## src/rtl/sd_delay_timer.sv

```systemverilog
// sd_delay_timer: multi-channel prescaled delay timer for the SD controller.
//
// All channels share one free-running prescaler. Each channel runs a
// start/finish level handshake: a start level seen in IDLE latches the
// channel's delay, and the channel then counts prescaler ticks. After
// times_q+1 ticks, finish rises and stays high until the next accepted start
// or an abort. done_pulse is high for the single clk on which finish rises.
// The timer is used for command/response timeouts and for init delays.
//
// Parameters
//   COUNT_SIZE     width of each channel's delay count and times field
//   PRESCALE_SIZE  width of the prescaler compare value
//   NUM_CH         number of independent delay channels
//
// Ports
//   clk         system clock; all state changes on posedge
//   rst         asynchronous reset, active-high
//   prescale    tick period is prescale+1 clk cycles; read live
//   start       per-channel start level (handshake request)
//   abort       per-channel cancel, level-sampled
//   times       per-channel delay; channel i is [i*COUNT_SIZE +: COUNT_SIZE]
//   finish      per-channel completion level (registered)
//   done_pulse  per-channel one-clk pulse, aligned with the rise of finish
//   busy        per-channel, high while that channel is counting
`timescale 1ns/1ps

module sd_delay_timer #(
    parameter int unsigned COUNT_SIZE    = 16,
    parameter int unsigned PRESCALE_SIZE = 8,
    parameter int unsigned NUM_CH        = 2
) (
    input  logic                         clk,
    input  logic                         rst,
    input  logic [PRESCALE_SIZE-1:0]     prescale,
    input  logic [NUM_CH-1:0]            start,
    input  logic [NUM_CH-1:0]            abort,
    input  logic [NUM_CH*COUNT_SIZE-1:0] times,
    output logic [NUM_CH-1:0]            finish,
    output logic [NUM_CH-1:0]            done_pulse,
    output logic [NUM_CH-1:0]            busy
);

    typedef enum logic [1:0] {
        StIdle  = 2'd0,
        StCount = 2'd1,
        StDone  = 2'd2
    } state_e;

    // ------------------------------------------------------------------
    // Shared prescaler
    // ------------------------------------------------------------------
    logic [PRESCALE_SIZE-1:0] pre_cnt_q;
    logic                     tick;

    // A >= compare rather than == means that if prescale is lowered below
    // the current count, the prescaler ticks on the next clk instead of
    // running all the way around before the next tick.
    assign tick = (pre_cnt_q >= prescale);

    always_ff @(posedge clk or posedge rst) begin
        if (rst) begin
            pre_cnt_q <= '0;
        end else if (tick) begin
            pre_cnt_q <= '0;
        end else begin
            pre_cnt_q <= pre_cnt_q + PRESCALE_SIZE'(1);
        end
    end

    // ------------------------------------------------------------------
    // Per-channel handshake FSMs
    // ------------------------------------------------------------------
    for (genvar i = 0; i < NUM_CH; i++) begin : g_ch
        state_e                  state_q;
        logic [COUNT_SIZE-1:0]   count_q;
        logic [COUNT_SIZE-1:0]   times_q;
        logic                    finish_q;
        logic                    done_q;
        logic [COUNT_SIZE-1:0]   times_slice;

        assign times_slice = times[i*COUNT_SIZE +: COUNT_SIZE];

        always_ff @(posedge clk or posedge rst) begin
            if (rst) begin
                state_q  <= StIdle;
                count_q  <= '0;
                times_q  <= '0;
                finish_q <= 1'b0;
                done_q   <= 1'b0;
            end else begin
                done_q <= 1'b0;
                case (state_q)
                    StIdle: begin
                        count_q <= '0;
                        if (abort[i]) begin
                            finish_q <= 1'b0;
                        end else if (start[i]) begin
                            // Delay is latched here; later changes to times
                            // do not affect this run.
                            times_q  <= times_slice;
                            finish_q <= 1'b0;
                            state_q  <= StCount;
                        end
                    end
                    StCount: begin
                        if (abort[i]) begin
                            state_q <= StIdle;
                        end else if (tick) begin
                            // Compare before increment so an all-ones delay
                            // completes without the count wrapping.
                            if (count_q == times_q) begin
                                finish_q <= 1'b1;
                                done_q   <= 1'b1;
                                state_q  <= StDone;
                            end else begin
                                count_q <= count_q + COUNT_SIZE'(1);
                            end
                        end
                    end
                    StDone: begin
                        if (abort[i]) begin
                            finish_q <= 1'b0;
                            state_q  <= StIdle;
                        end else if (!start[i]) begin
                            // finish stays high until the next accepted start.
                            state_q <= StIdle;
                        end
                    end
                    default: begin
                        state_q <= StIdle;
                    end
                endcase
            end
        end

        assign finish[i]     = finish_q;
        assign done_pulse[i] = done_q;
        assign busy[i]       = (state_q == StCount);
    end

endmodule

```

## config.mk

```make
export PLATFORM = sky130hd
export DESIGN_NAME = sd_delay_timer
export DESIGN_NICKNAME = d
export VERILOG_FILES = /design/src/rtl/sd_delay_timer.sv
export SDC_FILE = /design/constraint.sdc
export NUM_CORES = 1
export LEC_CHECK = 0
export CAP_MARGIN = 20
export CORE_MARGIN = 1.5
export CORE_UTILIZATION = 55
export DETAILED_ROUTE_END_ITERATION = 6
export PLACE_DENSITY = 0.85
export SYNTH_ARGS = -nofsm -noshare
export SYNTH_HDL_FRONTEND = slang
export SYNTH_SLANG_ARGS = --single-unit
export TNS_END_PERCENT = 20
```

## constraint.sdc

```tcl
create_clock -name clk -period 7.9 [get_ports clk]
set_input_delay 1.58 -clock clk [delete_from_list [all_inputs] [get_ports clk]]
set_output_delay 1.58 -clock clk [all_outputs]
set_load 0.005 [all_outputs]
```

== After elaboration in Yosys (flattened, before gate mapping) ==
Cells that the tools add are included.

* Register bits: 80
* Input bits: 46
* Word-level logic and storage cells: 106

* Add/sub/neg operators: 3
* $lt $le $gt $ge: 1
* Eq/ne operators: 28
* Mux-type cells: 47
* Bitwise logic cells: 2
* Reduce and logical (&&, ||, !) cells: 14

{| class="wikitable"
|+ Operators with widths
! kind !! number
|-
| two-way mux 16 bit || 6
|-
| case mux 16 bit (2 select lines) || 2
|-
| adder 16 x 1 -> 16 bit (second input constant) || 2
|-
| equality test 16 bit || 2
|-
| two-way mux 2 bit || 14
|-
| two-way mux 1 bit || 20
|-
| inequality test 2 bit (second input constant) || 10
|-
| inequality test 3 x 2 -> 1 bit (second input constant) || 4
|-
| inequality test 3 bit (second input constant) || 4
|-
| case mux 2 bit (3 select lines) || 2
|-
| AND reduction 6 bit || 2
|-
| AND reduction 5 bit || 2
|-
| adder 8 x 1 -> 8 bit (second input constant) || 1
|-
| greater-or-equal comparator 8 bit || 1
|-
| two-way mux 8 bit || 1
|-
| inequality test 2 x 1 -> 1 bit (second input constant) || 4
|-
| AND reduction 4 bit || 2
|-
| case mux 1 bit (3 select lines) || 2
|-
| AND reduction 3 bit || 2
|-
| nonzero test 3 bit || 2
|-
| equality test 2 x 1 -> 1 bit (second input constant) || 2
|-
| equality test 2 bit (second input constant) || 2
|-
| logical NOT 2 bit || 2
|-
| nonzero test 2 bit || 2
|-
| inverter 1 bit || 2
|}

== Logic depth before layout (Yosys ltp) ==
* Depth after elaboration: 5
* Depth in mapped cells: 10
* Depth with buffers taken out: 8

== Worst setup path before layout ==
OpenSTA, ideal clock, no wires.

* Path type: in2reg
* Start: input prescale[0]
* End: register g_ch[0].count_q[12]
* Setup time: 124 ps
* Arrival: 3,219 ps
* Required time: 7,776 ps
* Path slack: 4,558 ps
* Stages: 8
* Path buffers: 1
* Cells stage by stage: ha_1 > nand2b_1 > a2111o_1 > a31o_2 > nand4_2 > buf_4 > nor3_1 > a211o_1

* Longest elaborated chain between the ends: 3

{| class="wikitable"
|+ Ends and longest elaborated chain
! what !! line !! RTL
|-
| from (decl) || 34 || <nowiki>input logic [PRESCALE_SIZE-1:0] prescale,</nowiki>
|-
| greater-or-equal comparator 8 bit || 58 || <nowiki>assign tick = (pre_cnt_q >= prescale);</nowiki>
|-
| inequality test 2 x 1 -> 1 bit (no line) || - ||
|-
| AND reduction 4 bit (no line) || - ||
|-
| to (signal assigned) || 116 || <nowiki>count_q <= count_q + COUNT_SIZE'(1);</nowiki>
|-
| to (decl) || 75 || <nowiki>logic [COUNT_SIZE-1:0] count_q;</nowiki>
|}

No other way between the ends.
A chain may end at the register's enable or synchronous reset.

== Final worst setup path ==
* Start: input prescale[7]
* End: register g_ch[0].count_q[10]

The elaborated chain is that of the path after synthesis.

==> results.cfg <==
[floorplan]
design.die.area_mm2 = 0.00828
area_of_the_core_region_mm2 = 0.00737
die_h_um = 91.0
chip_width_um = 91.0
io_pins = 52
initial_core_util_pct = 57.8
row_count = 31

[pwr]
power.combinational.fraction_pct = 19.6
sequentialPowerShare_pct = 50.9
power.ir.vdd_worst_mv = 0.108
internal_power_w = 0.000728
netSwitchingPower_w = 0.000284
power.density_cell_area_mw_per_mm2 = 203
power.clock.fraction_pct = 29.6
power.leakage_nw = 2.16
power_switching_share_pct = 28.0

[cts]
clock-sinks = 80
numCtsBuffers = 9
clockRootBuffer = sky130_fd_sc_hd__clkbuf_8
post_cts_resized = 0
cts-hold-fix-buffers = 0
cts_tree = yes
clockBufferDepth = 2
ctsHtreeMaxLevel = 3
clock_latency_ns = 0.35
cts_post_setup_buffers_inserted = 0
cts.reportedPaths.clkPinSlew_ns = 0.08

[global_routing]
antenna_found_initial = 0
pin_count_of_the_biggest_net_entering_global_routing = 81
grt_pass1_wl_mm = 14.4
grt_overall_usage_pct = 21.9
grt_overflow_total = 0
grt_pass1_vias = 3111

[timing]
holdWs_ns = 0.507
timing.final.crit_period_ns = 3.87
setup_repair_after_global_routing_missed_its_margin = no
final.setup_skew_ns = 0.00728
achievable-frequency_mhz = 258
timing_max_transition_violations_final = 0
fin_tns_setup_ns = 0
worst_pin_slew_ns = 0.988
finalCritPeriodShare_pct = 49.0
final_hold_vio_count = 0
setup-violations-final = 0
timing.slew.headroom_pct = 34.2

[worst_setup_path]
worst_r2r_startpoint = pre_cnt_q[0]$_DFF_PP0_
rr_worst_depth = 8
worstPathMaxFanout = 24
setup.worst_path.start_class = input pin
r2r_setup_slack_ns = 5.26
setup.worst_path.start = prescale[7]
timing.setup.critical_path_class = input pin to flop
critical_path_arrival_ns = 4.14
critPathCapture = g_ch[0].count_q[10]$_DFFE_PP0P_
worst-endpoint-required_ns = 8.17
worstSetupEndpointType = flop
regToRegEndpoint = g_ch[0].count_q[10]$_DFFE_PP0P_

[layout]
post_route_cells_drive_above_1_share_pct = 13.9
nets = 499
layout-area-overhead-vs-synth_pct = 16.7
n_antenna_cell = 0

[worst_hold_path]
holdCritPathClass = flop to flop
worstHoldStart = g_ch[0].count_q[15]$_DFFE_PP0P_

[route]
vias = 3185
vias_per_cell = 5.85
drt_iter0_markers = 256
wl_final_mm = 8.45
post_drt_wl_per_cell_um = 15.5
drt.antenna.violating_nets = 0
dr.pass1.iters = 4
drc = 0

[run]
max_cap_viol = 0

[yosys]
synthesis.area_mm2 = 0.00426
synth.distinct_cells = 52
synth-async-reset-ratio_pct = 100
postSynthNetCount = 458
mean_post_synth_cell_area_um2 = 10.6
ys_seq_area_share_pct = 47.0
synth_warnings = 0
synth_cells = 401
ys_dominant_reg_cell = sky130_fd_sc_hd__dfrtp_1
ys_seq_elements = 80
synth_enable_flop_cells = 0

[placed_design]
dp_hpwl_mm = 5.96
place.gp.congestion = 0.882
portBuffers = 51

[status]
run_status = finished clean
[cell families after synthesis]
family	Yosys count	synth area share [%]
flip-flops	80	47.0
buffers and inverters	43	4.91
XOR/XNOR	38	7.82
multiplexers	32	8.46
adder cells (fa/ha/maj)	11	3.23
AND/OR/NAND/NOR	127	16.3
AO/OA/AOI/OAI	70	12.3
[metal layers]
metal	GRT usage (%)	wire length (um)	up-vias
met4	8.07	132	0
met2	33.8	3940	79
met1	30.4	4010	1570
li1	-	-	1520
met3	4.77	365	16
met5	0	0	-
[cells in the mapped netlist (all sizes together), types with 2 or more instances]
cell type	count	share of area (%)
a21oi	6	0.71
and3	6	0.88
buf	15	2.4
clkbuf	8	0.73
dfrtp	80	47
ha	11	3.2
inv	20	1.8
mux2	32	8.5
nand2	27	2.4
nand2b	6	0.88
nand3	23	2.8
nand4	8	1.5
nor2	17	1.5
nor2b	4	0.59
nor3	5	0.85
nor3b	2	0.47
nor4	10	1.5
o211ai	16	2.8
o21ai	11	1.3
o311ai	9	1.9
o31ai	15	3.0
o41ai	3	0.62
or2	9	1.3
or3	4	0.59
or4	3	0.53
xor2	37	7.6
[how the worst min path moves through the flow]
stage,cells past startpoint,endpoint
final,1,g_ch[0].count_q[15]$_DFFE_PP0P_
after global routing,1,g_ch[0].count_q[15]$_DFFE_PP0P_
after CTS,1,g_ch[0].count_q[15]$_DFFE_PP0P_
after detailed placement,1,g_ch[0].count_q[15]$_DFFE_PP0P_
after global placement,1,g_ch[0].count_q[15]$_DFFE_PP0P_
after floorplan,1,g_ch[0].count_q[15]$_DFFE_PP0P_
[area by class of cell]
cell class                 instances  area (um2)
clock buffer                      11         151
fill                             543        2400
tap                               99         124
multi-input combinational        278        2050
sequential                        80        2000
timing repair buffer              53         529
inverter                          20        75.1
clock inverter                     3        42.5
[state kept, by name (all words and copies together) (netlist names)]
signal / flops
g_ch.count_q: 32
g_ch.done_q: 2
g_ch.state_q: 4
g_ch.times_q: 32
pre_cnt_q: 8
g_ch.finish_q: 2
[worst max-delay path, stage by stage]
cell and delay (ns):
sky130_fd_sc_hd__clkdlybuf4s50_1 0.45, sky130_fd_sc_hd__inv_1 0.04, sky130_fd_sc_hd__ha_1 0.29, sky130_fd_sc_hd__nand2_1 0.06
sky130_fd_sc_hd__o21ai_0 0.17, sky130_fd_sc_hd__a31o_2 0.32, sky130_fd_sc_hd__nand4_2 0.50, sky130_fd_sc_hd__or4_1 0.63
sky130_fd_sc_hd__o21ai_0 0.09
[power groups by stage]
stage	clock, W	sequential, W	combinational [W]
after global routing	0.000326	0.000522	0.000226
final	0.000299	0.000515	0.000198
after detailed placement	0	0.000522	0.000198
after CTS	0.000305	0.000514	0.000200
after floorplan	0	0.000506	0.000149
after global placement	0	0.000519	0.000189
[through the flow]
stage	std cells	setup WS, ns	cell area [um2]	util (%)	power [W]
after floorplan	401	4.27	4260	-	0.000655
after global placement	529	3.79	4770	64.7	0.000709
after detailed placement	529	3.65	4770	64.7	0.000720
after CTS	543	4.05	4960	67.3	0.00102
after global routing	544	3.80	4970	67.5	0.00107
final	544	4.03	4970	67.5	0.00101
[layout by cell type, fill, tap and decap left out, drive strengths merged, types with 2 or more instances in the layout]
cell type      instances
o31ai                 15
o311ai                 9
or2                    9
nand3                 23
nor2                  17
nand4                  8
and3                   6
dfrtp                 80
nand2b                 6
nand2                 27
ha                    11
nor4                  10
o211ai                16
mux2                  32
nor3                   5
inv                   20
nor3b                  2
or3                    4
clkdlybuf4s50         51
buf                    2
a21oi                  6
o21ai                 11
or4                    3
o41ai                  3
nor2b                  4
clkbuf                11
xor2                  37
(Power assumes the default switching activity.)
